File: config.mk
export PLATFORM = sky130hd
export DESIGN_NAME = booth_radix4_multiplier
export DESIGN_NICKNAME = d
export VERILOG_FILES = /design/src/rtl/booth_pkg.sv /design/src/rtl/booth_radix4_recoder.sv /design/src/rtl/booth_radix4_multiplier.sv
export SDC_FILE = /design/constraint.sdc
export NUM_CORES = 1
export LEC_CHECK = 0
export BUFFER_PORTS_ARGS = -buffer_cell sky130_fd_sc_hd__buf_2
export CORE_UTILIZATION = 30
export CTS_CLUSTER_DIAMETER = 200
export DETAILED_ROUTE_END_ITERATION = 16
export PLACE_DENSITY = 0.61
export SYNTH_ARGS = -nofsm -noshare
export SYNTH_HDL_FRONTEND = slang
export SYNTH_SLANG_ARGS = --single-unit
File: constraint.sdc
create_clock -name clk -period 4.9 [get_ports clk]
set_clock_uncertainty 0.1 [all_clocks]
set_input_delay 0.49 -clock clk [delete_from_list [all_inputs] [get_ports clk]]
set_output_delay 0.49 -clock clk [all_outputs]
set_load 0.02 [all_outputs]
File: src/rtl/booth_pkg.sv
// Shared types for the radix-4 Booth multiplier family: FSM states,
// recoded-digit encoding and the iteration-count helper.
package booth_pkg;

  typedef enum logic [1:0] {
    IDLE,
    CALC,
    DONE
  } state_t;

  // Digit value is (neg ? -1 : +1) * (two ? 2 : one ? 1 : 0)
  typedef struct packed {
    logic neg;
    logic one;
    logic two;
  } digit_t;

  function automatic int booth_iters(input int width);
    return width / 2 + 1;
  endfunction

endpackage

File: src/rtl/booth_radix4_recoder.sv
// Radix-4 Booth recoder: 3-bit multiplier window {q1,q0,qm1} to a signed digit.
module booth_radix4_recoder
  import booth_pkg::*;
(
  input  logic [2:0] window,
  output digit_t     digit
);

  always_comb begin
    digit = '0;
    case (window)
      3'b001, 3'b010: digit.one = 1'b1;
      3'b011:         digit.two = 1'b1;
      3'b100:         begin digit.neg = 1'b1; digit.two = 1'b1; end
      3'b101, 3'b110: begin digit.neg = 1'b1; digit.one = 1'b1; end
      default:        digit = '0;
    endcase
  end

endmodule

File: src/rtl/booth_radix4_multiplier.sv
// Sequential radix-4 Booth multiplier, two multiplier bits per cycle,
// signed/unsigned mode and start/ready/done handshake.
module booth_radix4_multiplier
  import booth_pkg::*;
#(
  parameter int WIDTH = 16
) (
  input  logic               clk,
  input  logic               rst,
  input  logic               start,
  input  logic               signed_mode,
  input  logic [WIDTH-1:0]   multiplicand,
  input  logic [WIDTH-1:0]   multiplier,
  output logic               ready,
  output logic               done,
  output logic [2*WIDTH-1:0] product
);

  localparam int N  = booth_iters(WIDTH);
  localparam int EW = WIDTH + 2;  // extended operand width
  localparam int AW = WIDTH + 4;  // accumulator width, headroom for +/-2*M
  localparam int CW = $clog2(N + 1);

  state_t        state;
  logic [CW-1:0] count;
  logic [AW-1:0] acc;
  logic [EW-1:0] q;
  logic [EW-1:0] m;
  logic          qm1;

  digit_t        dig;
  logic [AW-1:0] m_wide;
  logic [AW-1:0] sum;
  logic [AW-1:0] acc_next;
  logic [EW-1:0] q_next;

  booth_radix4_recoder u_rec (
    .window ({q[1:0], qm1}),
    .digit  (dig)
  );

  function automatic logic [EW-1:0] extend(input logic [WIDTH-1:0] v, input logic s);
    return s ? {{2{v[WIDTH-1]}}, v} : {2'b00, v};
  endfunction

  always_comb begin
    m_wide = '0;
    if (dig.two)      m_wide = {m[EW-1], m, 1'b0};
    else if (dig.one) m_wide = {{2{m[EW-1]}}, m};
    sum      = dig.neg ? acc - m_wide : acc + m_wide;
    // {A,Q} arithmetic shift right by 2; the two bits leaving A enter Q
    acc_next = {{2{sum[AW-1]}}, sum[AW-1:2]};
    q_next   = {sum[1:0], q[EW-1:2]};
  end

  always_ff @(posedge clk) begin
    if (rst) begin
      state   <= IDLE;
      count   <= '0;
      acc     <= '0;
      q       <= '0;
      m       <= '0;
      qm1     <= 1'b0;
      product <= '0;
      done    <= 1'b0;
      ready   <= 1'b1;
    end else begin
      case (state)
        IDLE, DONE: begin
          done <= 1'b0;
          if (start) begin
            state <= CALC;
            ready <= 1'b0;
            m     <= extend(multiplicand, signed_mode);
            q     <= extend(multiplier, signed_mode);
            acc   <= '0;
            qm1   <= 1'b0;
            count <= CW'(N);
          end else begin
            state <= IDLE;
            ready <= 1'b1;
          end
        end
        CALC: begin
          acc   <= acc_next;
          q     <= q_next;
          qm1   <= q[1];
          count <= count - CW'(1);
          if (count == CW'(1)) begin
            state   <= DONE;
            done    <= 1'b1;
            ready   <= 1'b1;
            product <= {acc_next[WIDTH-3:0], q_next};
          end
        end
        default: state <= IDLE;
      endcase
    end
  end

endmodule

======== Word-level counts from Yosys, hierarchy flattened ========
Cells that the tools add are included.
storage, ports and cells
  register bits ........................... 97
  input bits .............................. 36
  output and inout bits ................... 34
  word-level logic and storage cells ...... 56
cells by class
  add/subtract/negate cells ............... 3
  equality and inequality tests ........... 11
  muxes and demuxes ....................... 23
  reductions and logical operators ........ 10
operators with widths
  cell                                                                    count
  20-bit two-way mux                                                      4
  18-bit two-way mux                                                      3
  20-bit case mux with 2 select lines                                     1
  18-bit case mux with 2 select lines                                     1
  20-bit adder                                                            1
  20-bit subtractor                                                       1
  3-bit equality test (second input constant)                             3
  4-bit case mux with 2 select lines                                      1
  2-bit AND reduction                                                     4
  1-bit two-way mux                                                       7
  3-bit by 2-bit equality test with 1-bit output (second input constant)  2
  1-bit case mux with 2 select lines                                      3
  4-bit by 1-bit equality test with 1-bit output (second input constant)  1
  4-bit two-way mux                                                       1
  2-bit inequality test (second input constant)                           2
  2-bit case mux with 2 select lines                                      1
  2-bit OR reduction                                                      2
  4-bit OR reduction                                                      1
  4-bit by 1-bit subtractor with 4-bit output (second input constant)     1
  3-bit by 1-bit equality test with 1-bit output (second input constant)  1
  3-bit OR reduction                                                      1
  2-bit by 1-bit equality test with 1-bit output (second input constant)  1
  2-bit equality test (second input constant)                             1
  2-bit zero test                                                         1
  2 further kinds                                                         2

======== Depth between registers and ports, before layout ========
  depth after elaboration ................. 8
  gate-level depth with buffers ........... 21
  mapped depth without buffers ............ 19

======== By module ========
From an unflattened synthesis, not the netlist that was laid out.
unflattened totals
  cell total of the unflattened synthesis .. 662
  area total of the unflattened synthesis .. 5032.3 um2
modules (own cells, without submodules)
  module                   times used  cells an instance  area each (um2)  sequential area each (um2)
  booth_radix4_multiplier  1           657                5001.0           1881.8
  booth_radix4_recoder     1           5                  31.3             0.0

======== Worst setup path before layout ========
Ideal clock, no wire load.
  path type ............................... register to register
  start point ............................. register q[0]
  end point ............................... register acc[18]
  setup time .............................. 0.128 ns
  arrival ................................. 4.315 ns
  required time ........................... 4.672 ns
  slack ................................... 0.357 ns
  stages on the path, launching flop included .. 22
  buffers on the path ..................... 2
  clock period less this slack ............ 4.543 ns
  path through ............................ dfxtp_1 inv_1 ha_1 mux2i_1 buf_2 and2_1 clkbuf_1 nand2_1 ha_1 o211ai_1 or2_2 nand2_1 xnor2_1 ha_1 and3_1 a221o_1 nor2b_1 a211o_1 o211ai_1 xnor2_1 mux2i_1 a21oi_1
between the ends
  word-level cells in the longest chain between the ends .. 8
  elaborated cells between the ends (all ways) .. 18
  those cells by class .................... add/sub (2); eq/ne (6); mux (7); reduce/logical (3)
ends and longest elaborated chain
  what                                                                          RTL line                       text
  from (decl)                                                                   booth_radix4_multiplier.sv:27  logic [EW-1:0] q;
  from (signal assigned)                                                        booth_radix4_multiplier.sv:75  q <= extend(multiplier, signed_mode);
  from (signal assigned)                                                        booth_radix4_multiplier.sv:86  q <= q_next;
  3-bit by 1-bit equality test with 1-bit output, or another cell as far along  booth_radix4_recoder.sv:11     case (window)
  4-bit OR reduction (no line)                                                  -
  1-bit two-way mux                                                             booth_radix4_recoder.sv:11
  20-bit two-way mux                                                            booth_radix4_multiplier.sv:49  else if (dig.one) m_wide = {{2{m[EW-1]}}, m};
  20-bit two-way mux                                                            booth_radix4_multiplier.sv:48  if (dig.two) m_wide = {m[EW-1], m, 1'b0};
  20-bit adder or 20-bit subtractor (tied branches)                             booth_radix4_multiplier.sv:50  sum = dig.neg ? acc - m_wide : acc + m_wide;
  20-bit two-way mux *                                                          booth_radix4_multiplier.sv:50
  20-bit case mux with 2 select lines *                                         booth_radix4_multiplier.sv:68  case (state)
  to (signal assigned)                                                          booth_radix4_multiplier.sv:85  acc <= acc_next;
  to (decl)                                                                     booth_radix4_multiplier.sv:26  logic [AW-1:0] acc;
Mark *: on every way between the ends. The rest lies on a longest branch, timed or not.
A chain may end at the register's enable or synchronous reset.

======== Final worst setup path ========
Same ends and word-level chain as after synthesis.

==> summary.md <==
| Metric | Value |
|---|---|
| Crit path kind | flop to flop |
| Post-synth ARST share | 0% |
| Resized cells post-CTS | 0 |
| Post-route setup TNS | 0 ns |
| Die Ht | 134.1 um |
| Post-Route WL | 13710 um |
| Worst VDD drop | 0.0002868 V |
| Post-synth top area cell | dfxtp_1 |
| Crit path max-delay family | compound AO/OA/AOI/OAI gates |
| Drt first pass iters | 4 |
| Crit-path most repeated cell | ha_1 |
| Cts-stage hold buffer count | 0 |
| Top FF cell, synth | dfxtp_1 |
| Slowest stage delay, CP | 0.39 ns |
| RSZ-0062 raised after global routing | no |
| Area delta synth->final | 14.98% |
| Die area | 0.01799 mm2 |
| I/O pin total | 70 |
| Power, Total | 2788 uW |
| GP Congestion | 0.8247 |
| HPWL after detailed placement | 9486 um |
| R2R setup slack | 0.37 ns |
| Hold WC Path Type | input pin to flop |
| Setup violators final | 0 |
| DR vias/cell | 5.029 |
| Buffers on Ports | 69 |
| Worst Setup SP | q[0]$_SDFFE_PP0P_ |
| Antenna violations before repair | 0 |
| Worst-path cell with the longest stage delay | mux2_4 |
| Crit Path Max Fanout | 26 |
| CP endpoint | acc[18]$_SDFFE_PP0P_ |
| PD cells | 462.9 mW/mm2 |
| Critical path buffer and inverter count | 1 |
| Antenna Violating Nets Remaining | 0 |
| Clk Latency, worst-skew pair | 0.35 ns |
| Leakage power | 0.002394 uW |
| Post-synth top area share | 35.93% |
| Num CTS Buffers | 9 |
| # H-tree levels | 3 |
| R2R cell count | 18 |
| Rel. slew slack | 31.47% |
| Status | finished, final reports clean |
| Share of cells above drive strength 1 | 14.84% |
| Mapped Cells | 674 |
| Setup crit start kind | flop |
| Rows | 47 |
| Vias | 4732 |
| Max Fclk | 220.5 MHz |
| Worst R2R Start | q[0]$_SDFFE_PP0P_ |
| Worst Tran Pin Value | 1.028 ns |
| Post-synthesis cell area | 0.005238 mm2 |
| Vias in the first global route | 4368 |
| Clk pin slew, worst setup/hold paths | 0.07 ns |
| Starting Density | 31.14% |
| Layout Nets | 779 |
| Clock Sinks | 94 |
| Yosys reg bits | 94 |
| WP data required | 5.03 ns |
| Fin crit share | 92.55% |
| Largest net degree at the start of global routing | 54 |
| Register area share after synthesis | 35.93% |
| Maximum capacitance violations | 0 |
| Min Tclk post-route | 4.535 ns |
| Top cells by area in the synthesized netlist | dfxtp_1 (36%), a21oi_1 (10%), nand2_1 (9.5%) |
| CTS tree | yes |
| Antenna diodes | 0 |
| Number of synthesized flops with an enable pin | 0 |
| Width of the die | 134.1 um |
| Clock Path Buffers | 2 |
| DRC | 0 |
| WHS | 0.2782 ns |
| Drt first-iter violations | 310 |
| Wire per inst | 14.57 um |
| Crit-path cells | inv_1, ha_1, mux2_4, a21oi_1, ha_1, o211ai_1, or2_2, nand2_1, xnor2_1, ha_1, a21o_1, a221o_1, nor2b_1, a211o_1, o211ai_1, xnor2_1, mux2i_1, a21oi_1 |
| First-pass GRT wire length | 22070 um |
| Global-route usage over all layers | 15.34% |
| Worst path depth | 18 |
| Synth Net Count | 737 |
| Unique masters post-synth | 55 |
| Crit path DAT | 4.67 ns |
| Final Slew Violations | 0 |
| Root buffer selected by CTS | clkbuf_16 |
| CORE AREA | 0.01682 mm2 |
| End of the worst register-to-register path | acc[18]$_SDFFE_PP0P_ |
| Critical path capture point type | flop |
| Remaining global-route overflow | 0 |
| Setup bufs post-CTS | 0 |
| Yosys warns | 0 |
| Syn avg cell area | 7.771 um2 |
| Final Hold Vio Count | 0 |
==> sequential cells by signal (all words and copies together) (netlist names) <==
| name | cells |
|---|---|
| acc | 18 |
| count | 4 |
| done | 1 |
| m | 17 |
| product | 32 |
| q | 18 |
| qm1 | 1 |
| ready | 1 |
| state | 2 |
==> worst min path at each step <==
stage	startpoint	end	slack [ns]	depth (start not counted)
2_1_floorplan	count[3]$_SDFFE_PP0P_	count[3]$_SDFFE_PP0P_	0.34	1
3_3_place_gp	product[1]$_SDFFE_PP0P_	product[1]$_SDFFE_PP0P_	0.34	2
3_5_place_dp	product[12]$_SDFFE_PP0P_	product[12]$_SDFFE_PP0P_	0.34	2
4_1_cts	multiplicand[9]	m[9]$_SDFFE_PP0P_	0.27	3
5_1_grt	multiplicand[5]	m[5]$_SDFFE_PP0P_	0.28	3
6_report	multiplicand[12]	m[12]$_SDFFE_PP0P_	0.28	3
==> metal layers <==
layer	vias to the layer above	routed length [um]	global-route usage, %
met5	-	0	0
met4	0	198	4.307
met3	13	405	2.683
met2	66	6566	25.82
met1	2196	6540	20.06
li1	2457	-	-
==> power breakdown <==
group	switching, uW	internal, uW
Clock	325	365
Sequential	65.1	842
Combinational	692	498
==> synthesized netlist by cell type (all sizes together), types with 7 or more instances <==
master	n
a21o	7
inv	11
and3	10
clkbuf	36
nand2	132
ha	26
a22oi	33
a211oi	7
a21oi	108
nand3	11
dfxtp	94
nor3	9
o21ai	17
xor2	13
nor2	51
xnor2	17
buf	11
==> area by class of cell <==
type,count,area (um2)
fill,1827,10800
multi-input combinational,521,3100
sequential,94,1882
timing repair buffer,79,432.9
tap,220,275.3
clock buffer,10,239.0
clock inverter,6,51.30
inverter,11,41.29
==> per-stage QoR <==
| stage | setup WS (ns) | cells | util, % | area (um2) |
|---|---|---|---|---|
| global placement | 0.6041 | 925 | 34.08 | 5732 |
| global route | 0.07632 | 941 | 35.81 | 6022 |
| CTS | 0.4168 | 941 | 35.81 | 6022 |
| floorplan | 0.3569 | 674 | - | 5238 |
| finish | 0.3651 | 941 | 35.81 | 6022 |
| detailed placement | 0.4439 | 925 | 34.08 | 5732 |
==> worst reg2reg max path, cell delays in order, from the launching register on <==
cell and delay [ns]:
dfxtp_1 0.38, inv_1 0.08, ha_1 0.24, mux2_4 0.39, a21oi_1 0.26, ha_1 0.23
o211ai_1 0.16, or2_2 0.35, nand2_1 0.09, xnor2_1 0.12, ha_1 0.31, a21o_1 0.20
a221o_1 0.36, nor2b_1 0.14, a211o_1 0.32, o211ai_1 0.26, xnor2_1 0.16, mux2i_1 0.19
a21oi_1 0.08
==> cell families (layout without fill, tap and decap cells) <==
family                     Yosys count  after routing  share of synthesized area, %
AOI/OAI and AO/OA                  210            210                         25.13
and+or+nand+nor                    250            250                         21.21
DFF                                 94             94                         35.93
buffers and inverters               59            106                         5.256
xor gates and xnor gates            30             30                         5.017
adders and majority gates           27             27                         6.593
muxes                                4              4                        0.8599
==> cells in the final DEF (no fill, tap or decap), types with 7 or more instances in the layout <==
cell         n
a211oi_1     7
a21o_1       7
a21oi_1    108
a22oi_1     33
and3_1      10
buf_2       69
buf_4        9
clkbuf_16    9
dfxtp_1     94
ha_1        26
inv_1       11
nand2_1    132
nand3_1     11
nor2_1      49
nor3_1       9
o21ai_0     17
xnor2_1     17
xor2_1      13
(Power assumes the default switching activity.)
